### config.mk
export PLATFORM = sky130hd
export DESIGN_NAME = sd_norm_int_ctrl
export DESIGN_NICKNAME = d
export VERILOG_FILES = /design/src/rtl/sd_norm_int_ctrl.sv
export SDC_FILE = /design/constraint.sdc
export NUM_CORES = 1
export LEC_CHECK = 0
export ABC_AREA = 1
export CORE_MARGIN = 10
export CORE_UTILIZATION = 54
export CTS_CLUSTER_SIZE = 16
export DETAILED_ROUTE_END_ITERATION = 8
export DONT_BUFFER_PORTS = 1
export GPL_TIMING_DRIVEN = 0
export PLACE_DENSITY = 0.77
export SLEW_MARGIN = 20
export SYNTH_ARGS = -nofsm -noshare
export SYNTH_HDL_FRONTEND = slang
export SYNTH_SLANG_ARGS = --single-unit
### constraint.sdc
create_clock -name clk -period 0.9 [get_ports clk]
set_input_delay 0.135 -clock clk [delete_from_list [all_inputs] [get_ports clk]]
set_output_delay 0.135 -clock clk [all_outputs]
set_load 0.02 [all_outputs]
### src/rtl/sd_norm_int_ctrl.sv
// Normal Interrupt Status producer/clear logic: sticky event capture,
// W1C host access over a req/ack handshake, and interrupt generation.
module sd_norm_int_ctrl #(
  parameter int WIDTH       = 16,
  parameter int STICKY_BITS = 8
) (
  input  logic                   clk,
  input  logic                   rst,
  input  logic [STICKY_BITS-1:0] evt_in,
  input  logic                   card_int_in,
  input  logic                   err_sum_in,
  input  logic [WIDTH-1:0]       stat_en,
  input  logic [WIDTH-1:0]       sig_en,
  input  logic                   wr_req,
  input  logic [WIDTH-1:0]       wr_data,
  input  logic                   rd_req,
  output logic [WIDTH-1:0]       rd_data,
  output logic                   ack,
  output logic                   irq_out,
  output logic [WIDTH-1:0]       status_out
);

  typedef enum logic [1:0] {
    IDLE,
    XFER,
    HOLD
  } state_e;

  state_e                 state_q, state_d;
  logic                   is_wr_q, is_wr_d;
  logic [STICKY_BITS-1:0] sticky_q, sticky_d;
  logic [STICKY_BITS-1:0] clr;
  logic [WIDTH-1:0]       rd_data_q, rd_data_d;
  logic                   ack_q, ack_d;
  logic                   irq_q, irq_d;
  logic [WIDTH-1:0]       status;

  // Bits above the sticky field are live levels, never cleared by W1C.
  always_comb begin
    status                   = '0;
    status[STICKY_BITS-1:0]  = sticky_q;
    status[STICKY_BITS]      = stat_en[STICKY_BITS] & card_int_in;
    status[WIDTH-1]          = stat_en[WIDTH-1] & err_sum_in;
  end

  always_comb begin
    state_d   = state_q;
    is_wr_d   = is_wr_q;
    ack_d     = 1'b0;
    rd_data_d = rd_data_q;
    clr       = '0;
    unique case (state_q)
      IDLE: begin
        if (wr_req) begin
          state_d = XFER;
          is_wr_d = 1'b1;
          ack_d   = 1'b1;
        end else if (rd_req) begin
          state_d = XFER;
          is_wr_d = 1'b0;
          ack_d   = 1'b1;
        end
      end
      XFER: begin
        state_d = HOLD;
        if (is_wr_q) clr = wr_data[STICKY_BITS-1:0];
        else         rd_data_d = status;
      end
      HOLD: begin
        if (!wr_req && !rd_req) state_d = IDLE;
      end
      default: state_d = IDLE;
    endcase
    // Set wins over a same-cycle clear; disabling a bit drops it.
    sticky_d = stat_en[STICKY_BITS-1:0]
             & ((sticky_q & ~clr) | evt_in);
    irq_d    = |(status & sig_en);
  end

  always_ff @(posedge clk) begin
    if (rst) begin
      state_q   <= IDLE;
      is_wr_q   <= 1'b0;
      sticky_q  <= '0;
      rd_data_q <= '0;
      ack_q     <= 1'b0;
      irq_q     <= 1'b0;
    end else begin
      state_q   <= state_d;
      is_wr_q   <= is_wr_d;
      sticky_q  <= sticky_d;
      rd_data_q <= rd_data_d;
      ack_q     <= ack_d;
      irq_q     <= irq_d;
    end
  end

  assign rd_data    = rd_data_q;
  assign ack        = ack_q;
  assign irq_out    = irq_q;
  assign status_out = status;

endmodule

After elaboration in Yosys (flattened, before gate mapping)
Cells that the tools add are included. W data, S select, Z words.

Input bits: 62. Word-level logic and storage cells: 39. Output and inout bits: 34. Bits in registers: 23.

Bitwise logic cells: 9. Reductions and logical operators: 10. Equal/unequal tests: 4. Mux-type cells: 10.

Operators by type and width (number): $and A16 B16 Y16 (1); $and A8 B8 Y8 (2); $mux W8 (2); $reduce_or A16 Y1 (1); $not A8 Y8 (1); $or A8 B8 Y8 (1); $mux W2 (3); $pmux W2 S3 (1); $reduce_and A2 Y1 (3); $mux W1 (4); $ne A3 B3 Y1 const B (1); $and A1 B1 Y1 (2); $eq A2 B1 Y1 const B (1); $eq A2 B2 Y1 const B (1); $logic_not A1 Y1 (2); $logic_not A2 Y1 (1); $ne A2 B2 Y1 const B (1); $not A1 Y1 (2); $reduce_bool A2 Y1 (1); $reduce_or A2 Y1 (1); $logic_and A1 B1 Y1 (1).

Longest topological paths before layout
Gate-level depths: netlist (run 1).

Depth in word-level cells: 6. Gate-level depth with buffers: 6. Depth with buffers taken out: 6.

Worst setup path after synthesis (run 1)
OpenSTA, ideal clock, no wires.

Kind: register to register. From: reg is_wr_q. To: reg rd_data_q[0] (netlist: rd_data[0]). Setup time: 0.113 ns. Slack: -0.005 ns. Arrival: 0.792 ns. Stages on the path, launching flop included: 6. Path through: dfxtp_1 -> buf_2 -> nor2_4 -> buf_6 -> o21ai_1 -> nor2_1.

Longest elaborated chain between the ends: 2.

Ends and longest elaborated chain: start, declared (RTL line 30) `logic is_wr_q, is_wr_d;`; start signal, assigned (RTL line 90) `is_wr_q <= is_wr_d;`; $not A1 Y1 (no line); $reduce_and A2 Y1 (no line); end signal, assigned (RTL line 92) `rd_data_q <= rd_data_d;`; end, declared (RTL line 33) `logic [WIDTH-1:0] rd_data_q, rd_data_d;`.

Every way passes these cells. A chain may end at the register's enable or synchronous reset.

Worst setup path after layout (run 1)
From: reg state_q[1]. To: reg rd_data_q[3] (netlist: rd_data[3]).

Longest elaborated chain between the ends: 2.

Ends and longest elaborated chain: start, declared (RTL line 29) `state_e state_q, state_d;`; start signal, assigned (RTL line 89) `state_q <= state_d;`; $eq A2 B1 Y1 (RTL line 52) `unique case (state_q)`; $reduce_and A2 Y1 (no line).

Every way passes these cells.

==> results of run 1 <==
[cells by family (layout without fill, tap and decap cells)]
group                  after synthesis  after routing
buffers and inverters               30             59
and+or+nand+nor                     66             66
DFF                                 23             23
other                                1             12
AOI/OAI and AO/OA                   29             29
[Yosys cell counts]
| master | instances |
|---|---|
| nand3_1 | 3 |
| o21ai_1 | 8 |
| a21oi_1 | 10 |
| buf_2 | 1 |
| nor2_1 | 26 |
| inv_1 | 12 |
| conb_1 | 1 |
| buf_6 | 1 |
| o21ai_0 | 9 |
| nand2_1 | 33 |
| nor3_1 | 2 |
| nor2_4 | 1 |
| nand2_4 | 1 |
| dfxtp_1 | 23 |
| inv_2 | 3 |
| buf_4 | 13 |
| o21ai_2 | 2 |
[flip-flops by register name, indices dropped and copies added, names as in the netlist]
signal / cells
sticky_q: 8
ack: 1
rd_data: 10
irq_out: 1
state_q: 2
is_wr_q: 1
[final timing paths]
check | slack [ps] | start | to
max | -90 | state_q[1]$_SDFFE_PP0P_ | rd_data[3]$_SDFFE_PP0P_
min reg2reg | 500 | state_q[1]$_SDFFE_PP0P_ | state_q[1]$_SDFFE_PP0P_
min | 20 | rst | rd_data[0]$_SDFFE_PP0P_
max reg2reg | -90 | state_q[1]$_SDFFE_PP0P_ | rd_data[3]$_SDFFE_PP0P_
[layout make-up]
type,instances,area (um2)
buffer,15,120
clock buffer,4,26.3
fill,117,298
inverter,15,58.8
multi-input combinational,107,510
sequential,23,498
tap,25,31.3
timing repair buffer,25,240
[worst register-to-register path, stage by stage (launching register included)]
cell and delay [ps]:
dfxtp_2 350, inv_2 80, nand2_4 70, nor2_4 150, buf_6 150, o21ai_2 50
nor2_1 100
[routing by layer]
layer,wire (um),track usage,share of wire
met5,0,0,0
met4,18,0.0348,0.0051
met2,1610,0.244,0.46
met3,611,0.103,0.17
met1,1270,0.170,0.36
[per-stage QoR]
step                area, um2  total power, mW   util  worst slack (ps)  hold WS (ps)
floorplan                1100             1.57      -              14.4           204
global placement         1130             1.63  0.634             -52.5           208
detailed placement       1130             1.65  0.634             -87.9           207
CTS                      1410             2.24  0.789             -94.8          2.64
global route             1490             2.41  0.833              -152          12.7
finish                   1490             2.29  0.833             -89.6          20.4
[power breakdown]
| part | leakage [nW] | total, mW | internal (mW) | switching (mW) |
|---|---|---|---|---|
| Clock | 0.0150 | 0.475 | 0.173 | 0.302 |
| Sequential | 0.199 | 1.28 | 1.12 | 0.168 |
| Combinational | 0.505 | 0.533 | 0.247 | 0.286 |
[what timing repair did]
action                     4_1_cts  5_1_grt
hold endpoints to repair        13        0
gates resized for setup         34       18
setup endpoints to repair       36       33
buffers inserted                 3        3
gates cloned                     1        0
hold buffers                    18        0
pin swaps                        3        7
==> reports/summary.txt, run 1 <==
Inserted Clock Buffers: 3
Final setup violation count: 22
Routability cong.: 0.766
Final std cells w/o fill: 214
Die Footprint: 4120 um2
Part of the Yosys area used for sequential elements: 0.436
Synth area leaders: dfxtp_1 (44%), nand2_1 (12%), buf_4 (9.2%)
Kind of critical path: flop to flop
Worst hold path type: primary input to flop
Hold Path Depth: 3
MaxCap Viol Count: 0
Synth top area share: 0.436
Most common cell after layout, fill and taps aside: nand2_1
Synth Warn #: 0
Iteration-0 DRC Markers: 64
Failing checks: setup timing
Share of cells above drive strength 1: 0.344
Period utilisation layout: 1.10
Setup slack after layout: -89.6 ps
Synthesized instance count: 149
Hold Vio Cnt, Final: 0
PortBufs: 0
RSZ-0062 raised after global routing: true
DP Wirelength: 2340 um
Num ports: 96
Post-Syn Area: 1060 um2
Clk root buf: clkbuf_4
Clk_lat worst skew: 310 ps
Count of state elements after synthesis: 23
GRT Util Overall: 0.155
Row Count: 15
Vias in the first global route: 1026
Clock Sinks: 23
Post-Synth Simple-Gate Area: 0.255
Vias per cell: 5.01
Worst-path clk slew: 120 ps
Core ar.: 1780 um2
Crit. path cell count: 6
Startpoint Class: flop
CP arrival: 1240 ps
Clock skew: 3.74 ps
Inst Count DP: 185
Cell family with most CP delay: flip-flops
Status: complete, but fails checks
VDD IR max: 0.00131 V
Routed WL per cell: 16.4 um
Reg2Reg Depth: 6
CTS max path bufs: 2
Critical path fanouts, max: 5
CTS tree: built
CP endpoint kind: flop
First-pass GRT wire length: 5190 um
Initial antenna violation count: 0
Area grow syn2layout: 40.6%
Cell variety after synth: 17
Cell area power density: 1540 nW/um2
Initial Utilization: 0.592
Fin nets: 252
# diodes: 0
Commonest cells after routing, fill and taps aside: nand2_1 (32), nor2_1 (25), buf_4 (18), dfxtp_2 (18), dlygate4sd3_1 (18)
ANT nets after route: 0
Critical Path Max Stage Delay: 350 ps
Req. time, crit path: 1150 ps
Total grt overflow: 0
Post-Route WL: 3510 um
Avg Cell Area, Syn: 7.09 um2
Cell Chain, Critical Path: inv_2, nand2_4, nor2_4, buf_6, o21ai_2, nor2_1
Area leader, netlist: dfxtp_1
Combinational family with the most area after synthesis: simple AND/OR/NAND/NOR gates
Crit path max-delay cell type: dfxtp_2
Setup TNS: -1320 ps
Vias: 1073
Compound-Gate Fraction of Synth Area: 0.145
Static Leak: 0.719 nW
Die width: 64.2 um
Worst path bufs/invs: 2
Pre-antenna DRT Iters: 5
# DRC: 0
Final slew viol count: 0
Largest net degree at the start of global routing: 13
Chip height: 64.2 um
H-tree depth: 1
Max Fclk: 1010 MHz
Min Tclk post-route: 990 ps
Post-synthesis mux area share: 0
Synthesized-area fraction occupied by adder cells: 0
Post-synthesis xor/xnor area fraction: 0
No activity file was read; power rests on OpenSTA's default activity.
==> inputs of run 2 (changes only) <==
==> constraint.sdc (replaced) <==
create_clock -name clk -period 0.9 [get_ports clk]
set_input_delay 0.045 -clock clk [delete_from_list [all_inputs] [get_ports clk]]
set_output_delay 0.045 -clock clk [all_outputs]
set_load 0.02 [all_outputs]
==> run 2 against run 1 <==
The run ends with hold timing, setup timing left; routed wire length increased by 4.1%; utilization grew 2.0 points; clock-buffer cell count stayed put; critical path type unchanged; critical endpoint unchanged; largest cell class unchanged.
==> reports/summary.txt, run 2 (synthesis results as in run 1) <==
Status: complete, but fails checks
Failing checks: hold timing, setup timing
Post-Route WL: 3650 um
Startpoint Class: flop
Area occupied by multi-input gates: 518 um2
Design area: 1520 um2
Largest net degree at the start of global routing: 13
Initial antenna violation count: 0
Most common cell after layout, fill and taps aside: nand2_1
Vias: 1094
Die width: 64.2 um
Worst-path clk slew: 130 ps
Clk_lat worst skew: 310 ps
Setup TNS: -999 ps
Inserted Clock Buffers: 3
Pre-antenna DRT Iters: 4
Placed instance area: 1130 um2
Setup slack after layout: -74.2 ps
Power, Total: 2.32 mW
Row Count: 15
Final std cells w/o fill: 219
Die Footprint: 4120 um2
GRT Util Overall: 0.169
Vias per cell: 5.00
H-tree depth: 1
Clock Sinks: 23
MaxCap Viol Count: 0
Register area: 474 um2
Static Leak: 0.735 nW
DP Wirelength: 2340 um
Final slew viol count: 0
Hold Vio Cnt, Final: 13
Post-Place Worst Slack: -87.9 ps
Initial Utilization: 0.592
CTS max path bufs: 2
Area grow syn2layout: 44.1%
Iteration-0 DRC Markers: 46
VDD IR max: 0.00137 V
Final setup violation count: 18
Worst hold slack: -230 ps
Kind of critical path: flop to flop
Total grt overflow: 0
CP arrival: 1230 ps
Num ports: 96
Inst Count DP: 185
Commonest cells after routing, fill and taps aside: nand2_1 (32), nor2_1 (25), dlygate4sd3_1 (24), buf_4 (18)
Critical path fanouts, max: 5
Share of cells above drive strength 1: 0.284
Fill cells: 110
Routed WL per cell: 16.7 um
Max reg flops: 10
# DRC: 0
Clock skew: 0.516 ps
PortBufs: 0
First-pass GRT wire length: 5670 um
Chip height: 64.2 um
Cell area power density: 1520 nW/um2
Min Tclk post-route: 974 ps
Max Fclk: 1030 MHz
Worst hold path type: primary input to flop
Period utilisation layout: 1.08
ANT nets after route: 0
Vias in the first global route: 1094
Core ar.: 1780 um2
RSZ-0062 raised after global routing: true
Hold buffer count at cts: 24
Clk root buf: clkbuf_4
Routability cong.: 0.766
Post-layout util: 0.853
CP endpoint kind: flop
CTS tree: built
Req. time, crit path: 1160 ps
Fin nets: 257
# diodes: 0
run 2: timing repair:
item / CTS / global route
setup endpoints to repair: 17 / 22
endpoints found under the hold margin: 21 / 13
gates cloned: 1 / 0
setup buffers: 3 / 2
resized for setup: 23 / 16
pin swaps: 3 / 9
run 2: worst max-delay path: stages (launching register included):
cell     delay (ps)
dfxtp_2         350
inv_2            70
nand2_4          60
nor2_4          140
buf_6           150
o21ai_2          50
nor2_1          100
run 2: final cells by class:
type | instances | share of cell area
multi-input cells | 107 | 0.340
flip-flops and latches | 23 | 0.312
repair buffers | 30 | 0.190
plain buffers | 15 | 0.0814
inverters | 15 | 0.0387
well taps | 25 | 0.0206
clock buffers | 4 | 0.0173
run 2: layer usage:
layer / part of all wire / up-vias / track usage
met1: 0.38 / 501 / 0.185
met4: 0.0047 / 0 / 0.0321
li1: - / 534 / -
met5: 0 / - / 0
met3: 0.14 / 4 / 0.101
met2: 0.48 / 55 / 0.277
run 2: power by group:
group          internal [mW]  switching [mW]  total, mW  leakage [nW]
registers               1.11           0.170       1.28         0.193
logic                  0.261           0.290      0.551         0.527
clock network          0.173           0.313      0.486        0.0150
run 2: path summary, 6_finish.rpt:
check                               start                      end  slack (ps)  depth (start not counted)
setup / recovery  state_q[1]$_SDFFE_PP0P_  rd_data[3]$_SDFFE_PP0P_         -70                          6
hold / removal                        rst  state_q[1]$_SDFFE_PP0P_        -230                          1
setup reg to reg  state_q[1]$_SDFFE_PP0P_  rd_data[3]$_SDFFE_PP0P_         -70                          6
hold reg to reg   state_q[1]$_SDFFE_PP0P_  state_q[1]$_SDFFE_PP0P_         500                          2
==> inputs of run 3 (changes only) <==
- PLACE_DENSITY: 0.77 -> 0.72
==> run 3 against run 2 <==
The flow finishes with violations (setup timing); sequential power hardly changed; fmax is 8.5% lower; combinational power is 17% higher; clock-buffer cell count stayed put; clock skew is 8.1 ps higher; design area is 8.4% higher; global-route usage is 0.79 points lower; register-to-register slack worse by 90 ps.
==> reports/summary.txt, run 3 (synthesis results as in run 1) <==
Inserted Clock Buffers: 3
First-pass GRT wire length: 5510 um
Critical path fanouts, max: 5
Clk_lat worst skew: 310 ps
Pre-antenna DRT Iters: 4
Cell area power density: 1460 nW/um2
VDD IR max: 0.00115 V
Die width: 64.2 um
CTS tree: built
ANT nets after route: 0
Flop pwr share: 0.534
Final setup violation count: 21
Area grow syn2layout: 56.2%
Row Count: 15
Hold Vio Cnt, Final: 0
# diodes: 0
Initial Utilization: 0.592
Final slew viol count: 0
Post-Route WL: 4350 um
Clock power share: 0.199
Worst hold slack: 13.7 ps
Max reg flops: 10
P_int: 1.58 mW
Flop2flop setup slack: -170 ps
Setup slack after layout: -165 ps
Hold path endpoint: irq_out$_SDFF_PP0_
Reg2Reg Depth: 6
MaxCap Viol Count: 0
Vias in the first global route: 1151
Vias per cell: 5.33
Max Fclk: 939 MHz
GRT Util Overall: 0.161
Core ar.: 1780 um2
Hold Path Depth: 4
Status: complete, but fails checks
Worst hold path type: primary input to flop
Kind of critical path: flop to flop
Iteration-0 DRC Markers: 83
Num ports: 96
RSZ-0062 raised after global routing: true
PortBufs: 0
H-tree depth: 1
Failing checks: setup timing
Psw: 823 uW
Reg-to-Reg End: rd_data[1]$_SDFFE_PP0P_
Routability cong.: 0.700
Die Footprint: 4120 um2
CP arrival: 1300 ps
Total grt overflow: 0
Min Tclk post-route: 1070 ps
Sw Ratio: 0.342
Largest net degree at the start of global routing: 13
DP Wirelength: 2370 um
# DRC: 0
Worst min-delay path startpoint: err_sum_in
Initial antenna violation count: 0
Met3 WL: 599 um
Most common cell after layout, fill and taps aside: dlygate4sd3_1
Startpoint Class: flop
CP endpoint kind: flop
Combinational power share: 0.268
Req. time, crit path: 1140 ps
M1 WL: 1480 um
Share of cells above drive strength 1: 0.330
Chip height: 64.2 um
Static Leak: 0.792 nW
Clock Sinks: 23
Vias: 1216
Post-Place Worst Slack: -84.6 ps
Max layer used: met4
Period utilisation layout: 1.18
Clk root buf: clkbuf_4
Worst-path clk slew: 120 ps
Commonest cells after routing, fill and taps aside: dlygate4sd3_1 (28), nand2_1 (26), nor2_1 (22), buf_4 (20)
Routed WL per cell: 19.1 um
CTS max path bufs: 2
Fin nets: 266
Clock skew: 8.60 ps
Reg-to-reg critical path startpoint: state_q[1]$_SDFFE_PP0P_
Metal2 WL: 2200 um
[run 3: cell type report]
type / instances / area, um2
timing repair buffer: 39 / 384
fill: 59 / 134
multi-input combinational: 107 / 537
clock buffer: 4 / 26.3
buffer: 15 / 128
tap: 25 / 31.3
sequential: 23 / 484
inverter: 15 / 58.8
[run 3: critical path: stages (launching register included)]
cell and delay, ps:
dfxtp_2 350, inv_2 80, nand2_4 60, nor2_4 150, buf_6 150, o21ai_2 50
nor2_1 160
[run 3: worst max path at each step]
stage                                 start                       to  slack, ps  cells past startpoint
global route        state_q[1]$_SDFFE_PP0P_  rd_data[5]$_SDFFE_PP0P_       -220                      6
global placement    state_q[1]$_SDFFE_PP0P_  rd_data[1]$_SDFFE_PP0P_        -60                      6
detailed placement  state_q[1]$_SDFFE_PP0P_  rd_data[1]$_SDFFE_PP0P_        -80                      6
floorplan           state_q[1]$_SDFFE_PP0P_  rd_data[0]$_SDFFE_PP0P_         10                      6
finish              state_q[1]$_SDFFE_PP0P_  rd_data[1]$_SDFFE_PP0P_       -170                      6
CTS                 state_q[1]$_SDFFE_PP0P_  rd_data[1]$_SDFFE_PP0P_        -90                      6
[run 3: routing by layer]
metal | vias to the layer above | track usage
met5 | - | 0
met4 | 0 | 0.0267
met3 | 9 | 0.113
met2 | 83 | 0.281
met1 | 572 | 0.155
li1 | 552 | -
[run 3: repair_timing]
action	in CTS	in global routing
gates resized for setup	28	25
hold buffers	29	0
cloned	1	0
setup buffers	3	7
setup endpoints to repair	15	20
pin swaps	2	8
endpoints found under the hold margin	21	0
[run 3: through the flow]
stage                     power [mW]   util  instances  TNS (ps)  instance area, um2
final                           2.41  0.925        228     -1530                1650
after CTS                       2.26  0.851        222     -1280                1520
after floorplan                 1.57      -        160         0                1100
after global placement          1.63  0.634        185      -554                1130
after global routing            2.50  0.925        228     -2590                1650
after detailed placement        1.65  0.634        185      -812                1130
[run 3: power groups by stage]
stage	clock [mW]	sequential, mW	combinational (mW)
after floorplan	0	1.26	0.310
after CTS	0.483	1.27	0.506
after global placement	0	1.29	0.347
final	0.477	1.28	0.644
after detailed placement	0	1.29	0.356
after global routing	0.514	1.29	0.694
